### config.mk
export PLATFORM = sky130hd
export DESIGN_NAME = axis_packet_buffer_flat
export DESIGN_NICKNAME = d
export VERILOG_FILES = /design/src/rtl/axis_pkt_buf_pkg.sv /design/src/rtl/axis_pkt_buf_if.sv /design/src/rtl/axis_pkt_buf_ram.sv /design/src/rtl/axis_packet_buffer.sv /design/src/flat_wrapper.sv
export SDC_FILE = /design/constraint.sdc
export NUM_CORES = 1
export LEC_CHECK = 0
export ABC_CLOCK_PERIOD_IN_PS = 4700
export CORE_ASPECT_RATIO = 0.7
export CORE_UTILIZATION = 60
export CTS_CLUSTER_SIZE = 14
export DETAILED_ROUTE_END_ITERATION = 10
export GPL_ROUTABILITY_DRIVEN = 0
export PLACE_DENSITY = 0.88
export SLEW_MARGIN = 25
export SYNTH_ARGS = -nofsm -noshare
export SYNTH_HDL_FRONTEND = slang
export SYNTH_SLANG_ARGS = --single-unit
### constraint.sdc
create_clock -name axis_aclk -period 4.7 [get_ports axis_aclk]
set_input_delay 1.175 -clock axis_aclk [delete_from_list [all_inputs] [get_ports axis_aclk]]
set_output_delay 1.175 -clock axis_aclk [all_outputs]
set_load 0.02 [all_outputs]
### src/rtl/axis_pkt_buf_pkg.sv
// Shared types and constants for the AXI-Stream packet buffer.
//   master_state_t : output-side packet FSM states
//   NULL_STRB      : all-zero strobe pattern (slice to the bus strobe width)
//   beat_bits()    : stored beat width (tdata + tstrb + tlast) for a data width
package axis_pkt_buf_pkg;

   typedef enum logic [1:0] {
      M_IDLE  = 2'd0,
      M_PKT   = 2'd1,
      M_FLUSH = 2'd2
   } master_state_t;

   localparam int unsigned MAX_STRB_W = 128;
   localparam logic [MAX_STRB_W-1:0] NULL_STRB = '0;

   function automatic int unsigned beat_bits(input int unsigned data_width);
      return data_width + data_width / 8 + 1;
   endfunction

endpackage

### src/rtl/axis_pkt_buf_if.sv
// AXI-Stream bus bundle.
//   master : drives tdata/tstrb/tvalid/tlast, receives tready
//   slave  : receives tdata/tstrb/tvalid/tlast, drives tready
interface axis_pkt_buf_if #(
   parameter int unsigned DATA_WIDTH = 32
) ();
   localparam int unsigned STRB_W = DATA_WIDTH / 8;

   logic [DATA_WIDTH-1:0] tdata;
   logic [STRB_W-1:0]     tstrb;
   logic                  tvalid;
   logic                  tlast;
   logic                  tready;

   modport master (output tdata, output tstrb, output tvalid, output tlast, input tready);
   modport slave  (input tdata, input tstrb, input tvalid, input tlast, output tready);
endinterface

### src/rtl/axis_pkt_buf_ram.sv
// Beat storage: DEPTH x WIDTH, one synchronous write port, one asynchronous read port.
//   clk   : write clock
//   we    : write enable, waddr/wdata : write address/data
//   raddr : read address, rdata : combinational read data
// Contents are not reset.
module axis_pkt_buf_ram #(
   parameter int unsigned WIDTH = 37,
   parameter int unsigned DEPTH = 16,
   localparam int unsigned ADDR_W = $clog2(DEPTH)
) (
   input  logic              clk,
   input  logic              we,
   input  logic [ADDR_W-1:0] waddr,
   input  logic [WIDTH-1:0]  wdata,
   input  logic [ADDR_W-1:0] raddr,
   output logic [WIDTH-1:0]  rdata
);
   logic [WIDTH-1:0] mem [DEPTH];

   always_ff @(posedge clk) begin
      if (we) mem[waddr] <= wdata;
   end

   assign rdata = mem[raddr];
endmodule

### src/rtl/axis_packet_buffer.sv
// AXI-Stream packet buffer: circular FIFO of DEPTH beats between s_axis and m_axis.
//   axis_aclk, axis_areset : clock, asynchronous active-high reset
//   s_axis                 : producer side (slave modport)
//   m_axis                 : consumer side (master modport), first-word fall-through
//   occupancy              : beats stored, 0..DEPTH
//   pkt_count              : complete packets stored (store-and-forward only, else 0)
//   pkt_oversize           : sticky, a packet exceeded DEPTH (store-and-forward only, else 0)
// Build option: define AXIS_PKT_BUF_STORE_FWD_EN for store-and-forward; default is cut-through.
module axis_packet_buffer
   import axis_pkt_buf_pkg::*;
#(
   parameter int unsigned DATA_WIDTH = 32,
   parameter int unsigned DEPTH      = 16,
   localparam int unsigned ADDR_W    = $clog2(DEPTH)
) (
   input  logic              axis_aclk,
   input  logic              axis_areset,
   axis_pkt_buf_if.slave     s_axis,
   axis_pkt_buf_if.master    m_axis,
   output logic [ADDR_W:0]   occupancy,
   output logic [ADDR_W:0]   pkt_count,
   output logic              pkt_oversize
);
   localparam int unsigned STRB_W    = DATA_WIDTH / 8;
   localparam int unsigned BEAT_W    = beat_bits(DATA_WIDTH);
   localparam logic [ADDR_W:0] DEPTH_CNT = (ADDR_W + 1)'(DEPTH);

   typedef struct packed {
      logic [DATA_WIDTH-1:0] tdata;
      logic [STRB_W-1:0]     tstrb;
      logic                  tlast;
   } beat_t;

   logic [ADDR_W:0] wr_ptr, rd_ptr, occ_next;
   logic            full, empty, null_beat, s_ready, wr_en, rd_en;
   logic            m_valid, release_ok, flush_go;
   beat_t           wr_beat, rd_beat;
   master_state_t   state;

   assign full  = (wr_ptr[ADDR_W] != rd_ptr[ADDR_W]) &&
                  (wr_ptr[ADDR_W-1:0] == rd_ptr[ADDR_W-1:0]);
   assign empty = (wr_ptr == rd_ptr);

   // Zero-strobe beats without tlast carry nothing; accept and drop them.
   assign null_beat = (s_axis.tstrb == NULL_STRB[STRB_W-1:0]) && !s_axis.tlast;
   assign wr_en     = s_axis.tvalid && s_ready && !null_beat;
   assign rd_en     = m_valid && m_axis.tready;

   assign wr_beat = '{tdata: s_axis.tdata, tstrb: s_axis.tstrb, tlast: s_axis.tlast};

   axis_pkt_buf_ram #(.WIDTH(BEAT_W), .DEPTH(DEPTH)) u_ram (
      .clk   (axis_aclk),
      .we    (wr_en),
      .waddr (wr_ptr[ADDR_W-1:0]),
      .wdata (wr_beat),
      .raddr (rd_ptr[ADDR_W-1:0]),
      .rdata (rd_beat)
   );

   // Output valid is a pure function of registered state, giving one-cycle write-to-read latency.
   always_comb begin
      m_valid = 1'b0;
      case (state)
         M_IDLE:  m_valid = release_ok;
         M_PKT:   m_valid = !empty;
         M_FLUSH: m_valid = !empty;
         default: m_valid = 1'b0;
      endcase
   end

   assign s_axis.tready = s_ready;
   assign m_axis.tvalid = m_valid;
   assign m_axis.tdata  = m_valid ? rd_beat.tdata : '0;
   assign m_axis.tstrb  = m_valid ? rd_beat.tstrb : '0;
   assign m_axis.tlast  = m_valid ? rd_beat.tlast : 1'b0;

   always_comb begin
      occ_next = occupancy;
      if (wr_en && !rd_en)      occ_next = occupancy + (ADDR_W + 1)'(1);
      else if (!wr_en && rd_en) occ_next = occupancy - (ADDR_W + 1)'(1);
   end

   // Pointers, occupancy and ready; ready looks ahead so a full FIFO never takes a write.
   always_ff @(posedge axis_aclk or posedge axis_areset) begin
      if (axis_areset) begin
         wr_ptr    <= '0;
         rd_ptr    <= '0;
         occupancy <= '0;
         s_ready   <= 1'b0;
      end else begin
         if (wr_en) wr_ptr <= wr_ptr + (ADDR_W + 1)'(1);
         if (rd_en) rd_ptr <= rd_ptr + (ADDR_W + 1)'(1);
         occupancy <= occ_next;
         s_ready   <= (occ_next != DEPTH_CNT);
      end
   end

`ifdef AXIS_PKT_BUF_STORE_FWD_EN
   logic wr_last, rd_last;

   assign wr_last    = wr_en && s_axis.tlast;
   assign rd_last    = rd_en && rd_beat.tlast;
   assign release_ok = (pkt_count != '0);
   // Full with no complete packet can never release: drain it cut-through instead.
   assign flush_go   = full && (pkt_count == '0);

   always_ff @(posedge axis_aclk or posedge axis_areset) begin
      if (axis_areset) begin
         pkt_count    <= '0;
         pkt_oversize <= 1'b0;
      end else begin
         if (wr_last && !rd_last)      pkt_count <= pkt_count + (ADDR_W + 1)'(1);
         else if (!wr_last && rd_last) pkt_count <= pkt_count - (ADDR_W + 1)'(1);
         if (flush_go) pkt_oversize <= 1'b1;
      end
   end
`else
   assign release_ok   = !empty;
   assign flush_go     = 1'b0;
   assign pkt_count    = '0;
   assign pkt_oversize = 1'b0;
`endif

   // Packet-position FSM: IDLE sits on a packet boundary, PKT/FLUSH are inside one.
   always_ff @(posedge axis_aclk or posedge axis_areset) begin
      if (axis_areset) begin
         state <= M_IDLE;
      end else begin
         case (state)
            M_IDLE: begin
               if (rd_en)         state <= rd_beat.tlast ? M_IDLE : M_PKT;
               else if (flush_go) state <= M_FLUSH;
            end
            M_PKT, M_FLUSH: begin
               if (rd_en && rd_beat.tlast) state <= M_IDLE;
            end
            default: state <= M_IDLE;
         endcase
      end
   end
endmodule
### src/flat_wrapper.sv
// flat-port wrapper written by rule: the top's interface ports become plain ports
module axis_packet_buffer_flat import axis_pkt_buf_pkg::*;
#(
   parameter int unsigned DATA_WIDTH = 32,
   parameter int unsigned DEPTH      = 16,
   localparam int unsigned ADDR_W    = $clog2(DEPTH)
)
  (axis_aclk, axis_areset, occupancy, pkt_count, pkt_oversize, s_axis_tdata, s_axis_tstrb, s_axis_tvalid, s_axis_tlast, s_axis_tready, m_axis_tdata, m_axis_tstrb, m_axis_tvalid, m_axis_tlast, m_axis_tready);
  axis_pkt_buf_if #(.DATA_WIDTH(DATA_WIDTH)) s_axis_i ();
  axis_pkt_buf_if #(.DATA_WIDTH(DATA_WIDTH)) m_axis_i ();
  input  logic axis_aclk;
  input  logic axis_areset;
  output logic [ADDR_W:0] occupancy;
  output logic [ADDR_W:0] pkt_count;
  output logic pkt_oversize;
  input wire logic [$bits(s_axis_i.tdata)-1:0] s_axis_tdata;
  input wire logic [$bits(s_axis_i.tstrb)-1:0] s_axis_tstrb;
  input wire logic [$bits(s_axis_i.tvalid)-1:0] s_axis_tvalid;
  input wire logic [$bits(s_axis_i.tlast)-1:0] s_axis_tlast;
  output wire logic [$bits(s_axis_i.tready)-1:0] s_axis_tready;
  output wire logic [$bits(m_axis_i.tdata)-1:0] m_axis_tdata;
  output wire logic [$bits(m_axis_i.tstrb)-1:0] m_axis_tstrb;
  output wire logic [$bits(m_axis_i.tvalid)-1:0] m_axis_tvalid;
  output wire logic [$bits(m_axis_i.tlast)-1:0] m_axis_tlast;
  input wire logic [$bits(m_axis_i.tready)-1:0] m_axis_tready;
  assign s_axis_i.tdata = s_axis_tdata;
  assign s_axis_i.tstrb = s_axis_tstrb;
  assign s_axis_i.tvalid = s_axis_tvalid;
  assign s_axis_i.tlast = s_axis_tlast;
  assign s_axis_tready = s_axis_i.tready;
  assign m_axis_tdata = m_axis_i.tdata;
  assign m_axis_tstrb = m_axis_i.tstrb;
  assign m_axis_tvalid = m_axis_i.tvalid;
  assign m_axis_tlast = m_axis_i.tlast;
  assign m_axis_i.tready = m_axis_tready;
  axis_packet_buffer #(.DATA_WIDTH(DATA_WIDTH), .DEPTH(DEPTH)) u_core (.axis_aclk(axis_aclk), .axis_areset(axis_areset), .s_axis(s_axis_i), .m_axis(m_axis_i), .occupancy(occupancy), .pkt_count(pkt_count), .pkt_oversize(pkt_oversize));
endmodule
==> metrics.yaml <==
outcome:
  outcome: "complete, no violations"
layout:
  multiInputGateArea_um2: 5204
  stdcell_area_um2: 27000
  n_fill_cell: 2168
  design.final.nets: 1157
  final_util: 0.7011
  share_of_cells_above_drive_strength_1: 0.2785
  area_growth_syn_to_layout_pct: 14.87
  finalNonFillerCells: 1679
  sequential_cell_area_um2: 18190
timing:
  finalSetupTns_ps: 0
  finalCritPeriodShare: 0.9664
  highest_clock_rate_ghz: 0.2202
  worst_slack_ps: 158.0
  post-route-min-period_ps: 4542
  worstMarginPinSlew_ps: 1013
  report.final.setup_viol: 0
  unrepaired_setup_endpoints_after_global_routing: "false"
  worst_case_hold_slack_ps: 506.4
  final_hold_viol_count: 0
  slew_viol_final: 0
  relSlewSlack: 0.3234
  final.setup_skew_ps: 13.91
clocking:
  worst_setup_hold_path_clk_slew_ps: 60
  cts_root_buf: "clkbuf_16"
  tritoncts_clock_tree: "yes"
  cts-root-to-sink-buffers: 3
  clock_insertion_delay_worst_skew_ps: 580
  number_of_levels_in_the_clock_h_tree: 2
  cts_buffers: 53
  post_cts_hold_buffer_count: 0
  number_of_sinks_handled_by_clock_tree_synthesis: 608
  post_cts.resized_instances: 0
floorplanning:
  die-width_um: 238.6
  die_area_um2: 39980
  die_h_um: 167.6
  core_um2: 38510
  io_pins: 91
  row_cnt: 60
  start_util: 0.6103
logic_synthesis:
  yosysTopAreaCell: "edfxtp_1"
  netlist_instances: 983
  synthesis.area_um2: 23510
  synth_edf_count: 592
  yosysSeqAreaShare: 0.7733
  synth_async_sr_flop_share: 0.02632
  synth.lib_cells_used.distinct: 39
  synth.avg_cell_area_um2: 23.91
  synth_seq_cells: 608
  ys_warn_count: 0
  yosys-top-cells-area: "edfxtp_1 76%, mux4_2 18%, dfrtp_1 1.7%"
  ys.flop_type: "edfxtp_1"
  synth.top_cell.area_share: 0.7563
place:
  dpl.hpwl_um: 27230
  placed_cell_area_um2: 25390
  placed_cells_incl_taps: 1580
  placement.io_buffers: 84
  dp_worst_setup_slack_ps: 587.6
global_routing:
  grt_remaining_overflow: 0
  grt_max_degree: 61
  grt_antenna_before_repair: 1
  grt_first_pass_wirelength_um: 76150
  global_route.usage.total: 0.2693
  first_global_vias: 11680
job:
  drv.max_cap_violation_count: 0
pwr:
  p_int_mw: 11.70
  ir_drop_v: 0.0004193
  p_sw_frac: 0.3067
  logic_gate_share_of_total_power: 0.351
  power.switching_mw: 5.178
  power.density_cell_area_nw_per_um2: 625.3
  power.leakage_nw: 8.448
  share_clk_of_total_power: 0.240
  total_power_after_layout_mw: 16.88
  seq_power_share: 0.408
setup_path:
  critical_path.top_delay_family: "multiplexers"
  count_of_buffering_cells_on_the_critical_path_with_inverters_included: 2
  worstPathCellList: "buf_12 > mux4_2 > mux4_2 > nor2b_1 > clkdlybuf4s50_1"
  endpoint_kind: "output pin"
  critical_path_fanouts_max: 37
  critical-path-max-stage-delay_ps: 650
  required_ps: 3520
  timing.reg2reg.worst_path_depth: 3
  critical_path.most_common_cell: "mux4_2"
  timing.critical_path.slowest_stage_cell: "dfrtp_4"
  worst-path-stages: 5
  timing.setup.critical_path_class: "register to output pin"
  critical_path.startpoint_type: "register"
  critPathArrivalTime_ps: 3370
drt:
  drt_first_pass_iters: 7
  drc_errors: 0
  drt-initial-drc-count: 1357
  drt-wirelength-per-cell_um: 31.09
  count_of_vias_placed_by_the_detailed_router: 11010
  vias_cell: 6.556
  ant_nets: 0
  wl_um: 52200
hold_path:
  hold_path_depth: 1
  hp-class: "register to register"
==> path summary, 6_finish.rpt <==
check	from	end	slack [ps]
setup reg to reg	u_core.wr_ptr[3]	u_core.u_ram.mem[11][14]	1870
min in group asynchronous	axis_areset	u_core.rd_ptr[1]	970
setup / recovery	u_core.rd_ptr[0]	m_axis_tdata[6]	160
hold / removal	u_core.rd_ptr[4]	u_core.rd_ptr[4]	510
max in group asynchronous	axis_areset	u_core.rd_ptr[0]	3250
hold reg to reg	u_core.rd_ptr[4]	u_core.rd_ptr[4]	510
==> Yosys cell counts, types with 2 or more instances <==
cell      count
a21oi_1       2
a221oi_1      2
and3_1        2
buf_1         7
buf_2        13
buf_4         7
clkbuf_1     30
dfrtp_1      16
edfxtp_1    592
ha_1          7
inv_1         6
mux4_2      185
nand2_1      10
nand2b_1      2
nand3_1       4
nand4_1       4
nor2_1       17
nor2b_1      37
nor3_1        5
o21ai_0       2
xnor2_1      10
xor2_1        6
==> final cells by class <==
class / instances / area share
diodes: 3 / 0.0002780
clock buffers: 80 / 0.05556
repair buffers: 123 / 0.04968
flip-flops and latches: 608 / 0.6737
well taps: 527 / 0.02442
clock inverters: 15 / 0.002780
inverters: 6 / 0.0008341
multi-input cells: 317 / 0.1927
==> logic make-up (layout without fill, tap and decap cells) <==
group | Yosys count | after routing | synth area share
flops | 608 | 608 | 0.7733
compound gates | 14 | 14 | 0.005004
mux | 186 | 186 | 0.1777
buf+inv | 63 | 224 | 0.01187
fa+ha+maj | 7 | 7 | 0.003726
simple gates | 88 | 88 | 0.02220
other cells | 1 | 9 | 0.0001595
xor+xnor | 16 | 16 | 0.005962
==> power groups by stage <==
stage                     logic (mW)  registers [mW]  clock network, mW
final                           5.93            6.89               4.06
after global routing            6.23            6.93               4.30
after CTS                       5.94            6.91               4.10
after detailed placement        5.84            7.01                  0
after global placement          5.73            6.94                  0
after floorplan                 3.83            6.81                  0
==> per-layer routing <==
| layer | up-vias | track usage | wire, µm |
|---|---|---|---|
| li1 | 4416 | - | - |
| met1 | 5877 | 0.3682 | 20280 |
| met2 | 608 | 0.4490 | 26600 |
| met3 | 106 | 0.05012 | 3957 |
| met4 | 0 | 0.08250 | 1361 |
| met5 | - | 0 | 0 |
==> registers in the layout, indices dropped and copies added, names as in the netlist <==
register	cells
u_core.rd_ptr	5
u_core.wr_ptr	5
u_core.occupancy	5
u_core.u_ram.mem	592
u_core.s_axis.tready	1
==> cell usage in the layout, fill, tap and decap left out, drive strengths merged, types with 4 or more instances in the layout <==
cell,n
conb,6
nand3,4
nor2,17
buf,39
nand2,10
dfrtp,16
mux4,185
xor2,6
nor3,5
xnor2,10
ha,7
edfxtp,592
clkbuf,80
nor2b,37
clkinv,12
inv,7
nand4,4
clkdlybuf4s50,84
==> what timing repair did <==
item,4_1_cts,5_1_grt
hold endpoints to repair,0,0
buffers inserted,0,1
endpoints found under the setup margin,0,2
Note: power is estimated with default switching activity, not from simulation.
